$ cat src/rtl/uart_frame_decoder.sv
`timescale 1ns/1ps
// Frame decoder for the UART byte stream: strips 0x01/0x17/0x18 framing and reports
// payload bytes with their in-frame index plus start/end/error pulses.
module uart_frame_decoder #(
    parameter int  MAX_LEN        = 64,
    parameter int  TIMEOUT_CYCLES = 120000,
    localparam int IDX_W          = $clog2(MAX_LEN)
) (
    input  logic             clk,
    input  logic             reset,
    input  logic [7:0]       rx_data,
    input  logic             rx_drdy,
    output logic [7:0]       byte_out,
    output logic             byte_valid,
    output logic [IDX_W-1:0] byte_index,
    output logic             frame_start,
    output logic             frame_end,
    output logic             frame_error,
    output logic             in_frame
);
    localparam int LEN_W = $clog2(MAX_LEN + 1);
    localparam int TMO_W = $clog2(TIMEOUT_CYCLES + 1);

    localparam logic [7:0] SOF = 8'h01;
    localparam logic [7:0] EOF = 8'h17;
    localparam logic [7:0] ESC = 8'h18;

    typedef enum logic [1:0] {
        IDLE,
        IDLE_ESC,
        IN_FRAME,
        ESCAPE
    } state_t;

    state_t             state_q, state_d;
    logic [LEN_W-1:0]   len_q, len_d;
    logic [TMO_W-1:0]   tmo_q, tmo_d;
    logic [7:0]         byte_out_q, byte_out_d;
    logic [IDX_W-1:0]   idx_q, idx_d;
    logic               valid_q, valid_d;
    logic               start_q, start_d;
    logic               end_q, end_d;
    logic               err_q, err_d;
    logic               in_frame_q, in_frame_d;
    logic               take_byte;

    always_comb begin
        state_d    = state_q;
        len_d      = len_q;
        tmo_d      = '0;
        byte_out_d = byte_out_q;
        idx_d      = idx_q;
        valid_d    = 1'b0;
        start_d    = 1'b0;
        end_d      = 1'b0;
        err_d      = 1'b0;
        take_byte  = 1'b0;

        if (rx_drdy) begin
            case (state_q)
                IDLE: begin
                    if (rx_data == SOF) begin
                        state_d = IN_FRAME;
                        start_d = 1'b1;
                        len_d   = '0;
                    end else if (rx_data == ESC) begin
                        state_d = IDLE_ESC;
                    end
                end
                IDLE_ESC: state_d = IDLE;
                IN_FRAME: begin
                    if (rx_data == EOF) begin
                        state_d = IDLE;
                        end_d   = 1'b1;
                    end else if (rx_data == ESC) begin
                        state_d = ESCAPE;
                    end else if (rx_data == SOF) begin
                        // Resync: abandon the current frame and open a new one at once
                        err_d   = 1'b1;
                        start_d = 1'b1;
                        len_d   = '0;
                    end else begin
                        take_byte = 1'b1;
                    end
                end
                ESCAPE: begin
                    state_d   = IN_FRAME;
                    take_byte = 1'b1;
                end
                default: state_d = IDLE;
            endcase

            if (take_byte) begin
                if (len_q == LEN_W'(MAX_LEN)) begin
                    err_d   = 1'b1;
                    state_d = IDLE;
                end else begin
                    valid_d    = 1'b1;
                    byte_out_d = rx_data;
                    idx_d      = len_q[IDX_W-1:0];
                    len_d      = len_q + LEN_W'(1);
                end
            end
        end else if (state_q == IN_FRAME || state_q == ESCAPE) begin
            // An arriving byte always beats expiry because this branch needs rx_drdy low
            if (tmo_q == TMO_W'(TIMEOUT_CYCLES - 1)) begin
                err_d   = 1'b1;
                state_d = IDLE;
            end else begin
                tmo_d = tmo_q + TMO_W'(1);
            end
        end

        in_frame_d = (state_d == IN_FRAME) || (state_d == ESCAPE);
    end

    always_ff @(posedge clk) begin
        if (reset) begin
            state_q    <= IDLE;
            len_q      <= '0;
            tmo_q      <= '0;
            byte_out_q <= '0;
            idx_q      <= '0;
            valid_q    <= 1'b0;
            start_q    <= 1'b0;
            end_q      <= 1'b0;
            err_q      <= 1'b0;
            in_frame_q <= 1'b0;
        end else begin
            state_q    <= state_d;
            len_q      <= len_d;
            tmo_q      <= tmo_d;
            byte_out_q <= byte_out_d;
            idx_q      <= idx_d;
            valid_q    <= valid_d;
            start_q    <= start_d;
            end_q      <= end_d;
            err_q      <= err_d;
            in_frame_q <= in_frame_d;
        end
    end

    assign byte_out    = byte_out_q;
    assign byte_valid  = valid_q;
    assign byte_index  = idx_q;
    assign frame_start = start_q;
    assign frame_end   = end_q;
    assign frame_error = err_q;
    assign in_frame    = in_frame_q;

endmodule

$ cat config.mk
export PLATFORM = sky130hd
export DESIGN_NAME = uart_frame_decoder
export DESIGN_NICKNAME = d
export VERILOG_FILES = /design/src/rtl/uart_frame_decoder.sv
export SDC_FILE = /design/constraint.sdc
export NUM_CORES = 1
export LEC_CHECK = 0
export BUFFER_PORTS_ARGS = -buffer_cell sky130_fd_sc_hd__buf_2
export CAP_MARGIN = 20
export CORE_MARGIN = 1
export CORE_UTILIZATION = 40
export CTS_CLUSTER_SIZE = 24
export DETAILED_ROUTE_END_ITERATION = 16
export GPL_ROUTABILITY_DRIVEN = 0
export PLACE_DENSITY = 0.63
export SETUP_SLACK_MARGIN = 0.02
export SLEW_MARGIN = 20
export SYNTH_ARGS = -nofsm -noshare
export SYNTH_HDL_FRONTEND = slang
export SYNTH_SLANG_ARGS = --single-unit
$ cat constraint.sdc
create_clock -name clk -period 2.4 [get_ports clk]
set_input_delay 0.72 -clock clk [delete_from_list [all_inputs] [get_ports clk]]
set_output_delay 0.72 -clock clk [all_outputs]
set_load 0.05 [all_outputs]
==> impl_metrics.json <==
{
  "drive_above_1_share_pct": 18.8,
  "totalWireLength_um": 3910,
  "vias": 1593,
  "crit_required_ns": 2.57,
  "period_needed_ns": 2.08,
  "wl_per_cell_um": 12.1,
  "cts_buffers": 5,
  "die_w_um": 73.2,
  "vdd_drop_max_mv": 0.290,
  "netlist_area_sq_um": 2030,
  "slew_headroom_pct": 64.8,
  "finalSetupViolations": 0,
  "drt_pass1_iterations": 4,
  "cts_setup_buffers": 0,
  "grt-ovfl-total": 0,
  "start_util_pct": 42.1,
  "root_buffer": "clkbuf_8",
  "async_reset_ff_share_pct": 0,
  "power_mw": 1.46,
  "row_count": 25,
  "setup_ws_ns": 0.321,
  "area_growth_pct": 17.0,
  "path_buf_inv": 1,
  "crit_path_cell_trace": "buf_2 > or4b_4 > o31a_1 > nand4_4 > mux2i_1 > nor2_1",
  "rsz0062_at_grt": "no",
  "cts_max_level": 2,
  "whs_ns": 0.447,
  "cp-start-kind": "input pin",
  "coreArea_sq_um": 4820,
  "crit_family": "simple AND/OR/NAND/NOR gates",
  "yosys-top-cells-area": "dfxtp_1 (44%), nor2_1 (7.2%), mux2i_1 (5.9%)",
  "multi_input_area_sq_um": 1060,
  "setup_tns_ns": 0,
  "gr-usage-all-layers_pct": 16.5,
  "worst_pin_slew_ns": 0.527,
  "end_kind": "register",
  "synth_most_common_cell": "dfxtp_1",
  "path_clk_slew_ns": 0.08,
  "register_area_sq_um": 901,
  "final_cell_count_no_fill": 322,
  "die_y_um": 73.2,
  "fin_worst_skew_ns": 0.00543,
  "io_pins": 30,
  "fin_util_pct": 49.3,
  "synth_area_per_cell_sq_um": 9.14,
  "finalNetCount": 268,
  "post-place-cells": 314,
  "slew_viol_final": 0,
  "clock_latency_ns": 0.29,
  "vias_per_cell": 4.95,
  "clock.fmax_ghz": 0.481,
  "worstHoldPathType": "register to register",
  "dr.first_iter.drc_count": 79,
  "synth_ff_type": "dfxtp_1",
  "grt_start_max_net_pins": 30,
  "dieArea_sq_um": 5360,
  "design_area_sq_um": 2370,
  "synth_edf_count": 0,
  "synth_top_area_share_pct": 44.4,
  "cp_max_fo": 14,
  "cts_tree": "done",
  "ys_ff_latch": 45,
  "p_leak_nw": 0.954,
  "synth_common_cells": "dfxtp_1 (45), nor2_1 (39), mux2i_1 (12)",
  "synthCells": 222,
  "cts_resized": 0,
  "yosys_warnings": 0,
  "place_hpwl_um": 2770,
  "slowest_delay_ns": 0.53,
  "clock-sinks": 45,
  "hold_viol": 0,
  "antenna_cells": 0,
  "cap_violations": 0,
  "antenna_found_initial": 0,
  "clockBufferDepth": 2,
  "placed_area_sq_um": 2240,
  "syn-num-nets": 236,
  "worstSetupPathType": "input pin to register",
  "fill_cells": 487,
  "outcome": "completed",
  "synth_top_area_cell": "dfxtp_1",
  "ant_nets": 0,
  "drc": 0,
  "portBuffers": 29,
  "post-place-ws_ns": -0.0141,
  "crit_arrival_ns": 2.25,
  "hold_buffers": 0,
  "first_global_vias": 1454,
  "yosysSeqAreaShare_pct": 44.4,
  "power_density_nw_per_um2": 614,
  "final.period_utilization_pct": 86.6,
  "crit_slowest_cell": "or4b_4",
  "grt_pass1_wl_um": 6800,
  "ys_types": 43
}
cell usage in the layout (no fill, tap or decap), types with 4 or more instances in the layout:
cell and n:
a21oi_1 6, and3_1 4, buf_2 29, buf_4 4, clkbuf_8 5, dfxtp_1 45, inv_1 6, mux2i_1 12
nand2_1 9, nand2b_1 7, nand3_1 9, nand3b_1 4, nand4_1 5, nor2_1 39, nor3_1 6, o21ai_0 7
or3_1 4, xnor2_1 7, xor2_1 10
cell families after synthesis:
kind of cell    Yosys count  share of synthesized area (%)
xor+xnor                 17                           7.34
mux                      12                           5.92
fa+ha+maj                 3                           1.85
simple gates            107                           29.2
buf+inv                  14                           3.45
compound gates           24                           7.83
flops                    45                           44.4
final cells by class:
class	count	area share [%]
clock buffers	5	2.90
clock inverters	3	2.74
inverters	6	0.948
multi-input cells	163	44.6
flip-flops and latches	45	37.9
well taps	67	3.53
repair buffers	33	7.38
path summary, 6_finish.rpt:
path / depth (start not counted) / start / slack [ns] / endpoint
setup / recovery: 6 / rx_data[7] / 0.32 / byte_out[3]$_SDFFE_PP0P_
hold / removal: 1 / tmo_q[0]$_SDFF_PP0_ / 0.45 / tmo_q[0]$_SDFF_PP0_
setup reg to reg: 7 / len_q[0]$_SDFFE_PP0P_ / 0.35 / len_q[0]$_SDFFE_PP0P_
hold reg to reg: 1 / tmo_q[0]$_SDFF_PP0_ / 0.45 / tmo_q[0]$_SDFF_PP0_
worst reg2reg max path: stages, from the launching register on:
cell and delay (ns):
dfxtp_1 0.45, inv_1 0.09, ha_1 0.19, nor4b_1 0.14
nand3b_1 0.24, nand3_2 0.27, or4_1 0.46, o311ai_0 0.10
power breakdown:
part / switching (mW) / leakage [nW] / internal (mW)
Clock: 0.256 / 0.0681 / 0.414
Combinational: 0.0265 / 0.523 / 0.0151
Sequential: 0.000384 / 0.362 / 0.746
Total: 0.283 / 0.954 / 1.17
per-layer routing:
layer  part of all wire (%)  track usage, %  vias to the layer above
li1                       -               -                      835
met3                    3.8            4.14                        2
met2                     44            24.4                       26
met4                   0.74            7.63                        0
met5                      0               0                        -
met1                     51            22.4                      730
state kept, by name, indices dropped and copies added, names as in the netlist:
register,count
frame_error,1
len_q,7
byte_valid,1
byte_out,8
frame_end,1
frame_start,1
byte_index,6
in_frame,1
tmo_q,17
state_q,2
Power figures use the tool's default switching activity.
